### src/rtl/control.sv
// Indexed-gather engine: streams vec[col[i]] into a FWFT FIFO read at HHT_ADDR.
// Optional feature macro: HHT_BOUNDS_CHECK_EN (column range check vs VEC_SIZE).
module control #(
    parameter int HHT_ADDR   = 126,
    parameter int FIFO_DEPTH = 8,
    parameter int VEC_SIZE   = 16
) (
    input  logic        Clk,
    input  logic        Rst,
    input  logic [31:0] wdata_col_base,
    input  logic [31:0] v_values_base,
    input  logic [31:0] csize,
    output logic [31:0] addr1,
    input  logic [31:0] dataIn1,
    output logic [31:0] addr2,
    input  logic [31:0] dataIn2,
    input  logic        RD,
    input  logic [31:0] cpu_addr,
    output logic        hht,
    output logic [31:0] rdata,
    output logic [31:0] adata,
    output logic [31:0] regaddr1,
    output logic [31:0] regaddr2
);

    localparam int AW = $clog2(FIFO_DEPTH);

    typedef enum logic [1:0] {IDLE, FETCH, GATHER, DONE} state_t;

    typedef struct packed {
        logic [31:0] val;
        logic [31:0] col;
        logic [31:0] ra1;
        logic [31:0] ra2;
    } entry_t;

    state_t      state, state_nx;
    logic [31:0] col_base, vec_base, csize_r;
    logic [31:0] i, col_reg;
    logic [31:0] addr1_q, addr2_q;

    entry_t      fifo_mem [FIFO_DEPTH];
    logic [AW-1:0] wr_ptr, rd_ptr;
    logic [AW:0]   count;

    logic [31:0] fetch_addr, gather_addr, gather_val;
    logic        full, push, pop, last;
    entry_t      push_entry, head;

    assign fetch_addr = col_base + i;
    assign full       = (count == (AW+1)'(FIFO_DEPTH));
    assign hht        = (count != '0);
    assign push       = (state == GATHER);
    assign pop        = RD && (cpu_addr == 32'(HHT_ADDR)) && hht;
    assign last       = (i + 32'd1 == csize_r);

    // Out-of-range columns leave addr2 at the vector base and gather a zero
    always_comb begin
        gather_addr = vec_base + col_reg;
        gather_val  = dataIn2;
`ifdef HHT_BOUNDS_CHECK_EN
        if (col_reg >= 32'(VEC_SIZE)) begin
            gather_addr = vec_base;
            gather_val  = '0;
        end
`endif
    end

    assign push_entry = '{val: gather_val, col: col_reg,
                          ra1: fetch_addr, ra2: gather_addr};

    always_ff @(posedge Clk or posedge Rst) begin
        if (Rst) state <= IDLE;
        else     state <= state_nx;
    end

    always_comb begin
        state_nx = state;
        unique case (state)
            IDLE:    state_nx = (csize == '0) ? DONE : FETCH;
            FETCH:   if (!full) state_nx = GATHER;
            GATHER:  state_nx = last ? DONE : FETCH;
            DONE:    state_nx = DONE;
            default: state_nx = IDLE;
        endcase
    end

    always_comb begin
        addr1 = (state == FETCH)  ? fetch_addr  : addr1_q;
        addr2 = (state == GATHER) ? gather_addr : addr2_q;
        head  = '0;
        if (hht) head = fifo_mem[rd_ptr];
        rdata    = head.val;
        adata    = head.col;
        regaddr1 = head.ra1;
        regaddr2 = head.ra2;
    end

    always_ff @(posedge Clk or posedge Rst) begin
        if (Rst) begin
            col_base <= '0;
            vec_base <= '0;
            csize_r  <= '0;
            i        <= '0;
            col_reg  <= '0;
            addr1_q  <= '0;
            addr2_q  <= '0;
        end else begin
            unique case (state)
                IDLE: begin
                    col_base <= wdata_col_base;
                    vec_base <= v_values_base;
                    csize_r  <= csize;
                end
                FETCH: begin
                    addr1_q <= fetch_addr;
                    if (!full) col_reg <= dataIn1;
                end
                GATHER: begin
                    addr2_q <= gather_addr;
                    i       <= i + 32'd1;
                end
                default: ;
            endcase
        end
    end

    always_ff @(posedge Clk) begin
        if (push) fifo_mem[wr_ptr] <= push_entry;
    end

    always_ff @(posedge Clk or posedge Rst) begin
        if (Rst) begin
            wr_ptr <= '0;
            rd_ptr <= '0;
            count  <= '0;
        end else begin
            if (push) wr_ptr <= wr_ptr + 1'b1;
            if (pop)  rd_ptr <= rd_ptr + 1'b1;
            if (push && !pop)      count <= count + 1'b1;
            else if (pop && !push) count <= count - 1'b1;
        end
    end

endmodule

### config.mk
export PLATFORM = sky130hd
export DESIGN_NAME = control
export DESIGN_NICKNAME = d
export VERILOG_FILES = /design/src/rtl/control.sv
export SDC_FILE = /design/constraint.sdc
export NUM_CORES = 1
export LEC_CHECK = 0
export ABC_AREA = 1
export BUFFER_PORTS_ARGS = -buffer_cell sky130_fd_sc_hd__buf_2
export CAP_MARGIN = 0
export CORE_MARGIN = 2
export CORE_UTILIZATION = 60
export CTS_CLUSTER_DIAMETER = 120
export DETAILED_ROUTE_END_ITERATION = 10
export PLACE_DENSITY = 0.77
export SYNTH_ARGS = -nofsm -noshare
export SYNTH_HDL_FRONTEND = slang
export SYNTH_SLANG_ARGS = --single-unit
### constraint.sdc
create_clock -name Clk -period 9.6 [get_ports Clk]
set_input_delay 0.48 -clock Clk [delete_from_list [all_inputs] [get_ports Clk]]
set_output_delay 0.48 -clock Clk [all_outputs]
set_load 0.01 [all_outputs]
==> results_dict.tcl <==
set metrics [dict create \
    powerDensity_nw_per_um2 181 \
    final_routed_drc_violation_total 0 \
    shortest_period_the_worst_path_allows_ns 4.72 \
    dp.cells 6210 \
    drive_gt1_frac 0.133 \
    grt_max_degree 275 \
    cp_data_required_time_ns 9.12 \
    core-area_um2 88500 \
    post_synth_inst_count 4868 \
    cts-buffers-inserted 119 \
    start_util 0.607 \
    async_reset_ff_frac 0.187 \
    die_height_um 303 \
    synth_edf_count 1024 \
    final_setup_violation_count 0 \
    endpoint_kind "output pin" \
    worstPathMaxFanout 90 \
    internal_power_mw 8.79 \
    io_buffer_count 387 \
    placement_rows 109 \
    ir_drop_mv 0.188 \
    slowest_stage "buf_4" \
    hold_viol_final 37 \
    worst-endpoint-arrival_ns 4.24 \
    critical-path-max-stage-delay_ns 0.89 \
    number_of_synthesized_register_bits 1260 \
    global_route_wire_length_before_repair_mm 217 \
    worst-setup-path-type "flip-flop to output pin" \
    post_cts_resize_count 0 \
    synth.cell_area_um2 53700 \
    rsz0062_at_grt "no" \
    grt.overflow.total 0 \
    reg2reg_setup_slack_ns 6.13 \
    timing.reg2reg.worst_path_depth 6 \
    post_synth_most_frequent_cells "1024 x edfxtp_1, 922 x nor2_1, 758 x nand2_1" \
    failed_checks "hold timing" \
    synth.most_common_cell "edfxtp_1" \
    wl_per_cell_um 22.1 \
    drt_iter0_markers 3952 \
    syn_area_per_cell_um2 11.0 \
    cts_num_sinks 1260 \
    layout_worst_path_cycle_share 0.492 \
    maxCapViolCount 0 \
    cts_setup_buffers 0 \
    synth-main-ff-cell "edfxtp_1" \
    ys_top_cells_by_area "edfxtp_1 57%, dfrtp_1 11%, o21ai_0 7.0%, nor2_1 6.4%, nand2_1 5.3%" \
    worstPathCellList "buf_4 -> buf_4 -> o21ai_0 -> o22ai_1 -> o21ai_0 -> a31oi_1 -> buf_2" \
    largest_register_ffs 1024 \
    timing.critical_path.from "rd_ptr[1]$_DFFE_PP0P_" \
    tritoncts_clock_tree "done" \
    crit_end "regaddr2[5]" \
    max_root_sink_buffers 3 \
    track_usage 0.310 \
    synth_fp_nets 5134 \
    final_cell_count_no_fill 6481 \
    final.hold.worst_slack_ns -0.117 \
    yosys.cell_types.count 43 \
    ctsRootBufferMaster "clkbuf_16" \
    dp_hpwl_mm 87.0 \
    antenna_violating_nets_post_route 0 \
    p_leak_nw 23.1 \
    clock_tree.htree_level_count 3 \
    via_per_inst 5.94 \
    syn2layout_area_growth_pct 13.7 \
    power_frac_comb 0.026 \
    clkSlewWorstSetupHoldPaths_ns 0.06 \
    clock_power_share 0.434 \
    reg2reg_from "state[1]$_DFFE_PP0P_" \
    route.vias.total 38515 \
    place_congestion 0.966 \
    synthesis.yosys.warnings 0 \
    antenna_violations_before_repair 3 \
    die_area_um2 91900 \
    switching_power_mw 2.25 \
    chipWidth_um 303 \
    reg2reg_to "fifo_mem[3][89]$_DFFE_PP_" \
    antenna_cells 0 \
    power.share.sequential 0.540 \
    max_slew_margin 0.163 \
    clock_latency_on_the_worst_skew_pair_ns 0.70 \
    timing.critical_path.from_type "flip-flop" \
    wl_mm 143 \
    largest_register "fifo_mem" \
    swShare 0.204 \
    setup_total_negative_slack_ns 0 \
    worst_margin_slew_ns 1.25 \
    synth_largest_area_cell "edfxtp_1" \
    timing.clock.skew_ns 0.0277 \
    post_layout_nets 5476 \
    hold_path_class "input port to async pin" \
    timing.final.max_slew_violations 0 \
    run_status "finished, violations left" \
    yosysSeqAreaShare 0.683 \
    synth_largest_type_area_fraction 0.573 \
    firstDrtPassIters 6 \
    floorplan.io_pins 388 \
    max_clock_freq_ghz 0.212 \
    first_global_vias 37500 \
]
## per-layer routing
metal	vias to the layer above	wire (µm)	track usage
li1	17833	-	-
met1	18664	55700	0.407
met2	1713	70200	0.520
met3	305	11500	0.0507
met4	0	5740	0.122
met5	-	0	0
## placed cells by master, fill, tap and decap left out, types with 4 or more instances in the layout
master         Yosys  final
buf_2             41    387
a21oi_1           75     75
inv_2              4      5
nor2_4             6     16
ha_1              68     68
clkinv_8           0      4
clkbuf_1         200     25
inv_8              0      4
bufinv_16          0     12
o22ai_1          128    128
and2_1            18     18
edfxtp_1        1024   1024
clkbuf_8           0     19
mux2_2            32     32
nand3b_1           9      9
dlygate4sd3_1      0     44
a31oi_1          133    133
nor3_1            15     15
nor4_1            16     16
a21o_1            14     14
nor2_1           922    912
or2_2              6      6
clkinvlp_4         0     10
clkinv_1           1     11
dfrtp_1          236    234
o21ai_0          746    746
clkbuf_16          0    119
inv_1            163    158
nand2_2            7      8
clkinv_2           0     20
nand3_1          124    124
xor2_1            39     39
nand2_1          758    757
nand4_1           15     15
xnor2_1           16     16
buf_4              0     45
o21a_1             9      9
## worst min path at each step
stage | start | end | slack, ns | cells after the start
floorplan | rd_ptr[2]$_DFFE_PP0P_ | rd_ptr[2]$_DFFE_PP0P_ | 0.44 | 1
finish | Rst | addr1_q[30]$_DFF_PP0_ | -0.12 | 2
detailed placement | addr1_q[16]$_DFF_PP0_ | addr1_q[16]$_DFF_PP0_ | 0.46 | 2
global route | dataIn1[9] | col_reg[9]$_DFFE_PP0P_ | 0.007 | 2
CTS | dataIn1[15] | col_reg[15]$_DFFE_PP0P_ | 0.0003 | 2
global placement | addr1_q[24]$_DFF_PP0_ | addr1_q[24]$_DFF_PP0_ | 0.45 | 2
## power by group through the flow
stage,Combinational (mW),Sequential [mW],Clock (mW)
2_1_floorplan,0.121,6.06,0
3_3_place_gp,0.264,6.08,0
3_5_place_dp,0.268,6.08,0
4_1_cts,0.284,5.96,4.83
5_1_grt,0.311,5.96,5.05
6_report,0.285,5.96,4.80
## cell families (layout without fill, tap and decap cells)
| family | after synthesis | count (layout) | share of synthesized area |
|---|---|---|---|
| buffers and inverters | 425 | 873 | 0.0308 |
| adder cells (fa/ha/maj) | 71 | 71 | 0.0170 |
| flip-flops | 1260 | 1260 | 0.683 |
| AND/OR/NAND/NOR | 1905 | 1905 | 0.142 |
| AO/OA/AOI/OAI | 1120 | 1120 | 0.112 |
| XOR/XNOR | 55 | 55 | 0.00897 |
| multiplexers | 32 | 32 | 0.00671 |
## layout make-up
type | instances | area (µm²)
Fill cell | 6345 | 27500
Timing Repair Buffer | 478 | 2760
Clock inverter | 64 | 712
Clock buffer | 163 | 3330
Sequential cell | 1260 | 36700
Tap cell | 1165 | 1460
Inverter | 168 | 663
Multi-Input combinational cell | 3183 | 15500
## critical path, delay by kind of cell (launching register included)
kind                   cells  cell delay (ns)
buffers and inverters      3             1.81
AO/OA/AOI/OAI              4             0.99
flip-flops                 1             0.67
## stage by stage
stage | hold WS (ns) | instance area (µm²) | power, mW | setup slack [ns] | utilization
finish | -0.117 | 61000 | 11.0 | 4.88 | 0.690
detailed placement | 0.459 | 56600 | 6.35 | 5.57 | 0.639
global placement | 0.454 | 56600 | 6.34 | 5.54 | 0.639
CTS | 0.000300 | 61000 | 11.1 | 4.84 | 0.690
global route | 0.00698 | 61000 | 11.3 | 4.66 | 0.690
floorplan | 0.442 | 53700 | 6.19 | 2.42 | -
## what timing repair did
| action | in CTS | in global routing |
|---|---|---|
| hold buffers | 44 | 0 |
| hold endpoints to repair | 44 | 0 |
| setup endpoints to repair | 0 | 0 |
No activity file was read; power rests on OpenSTA's default activity.
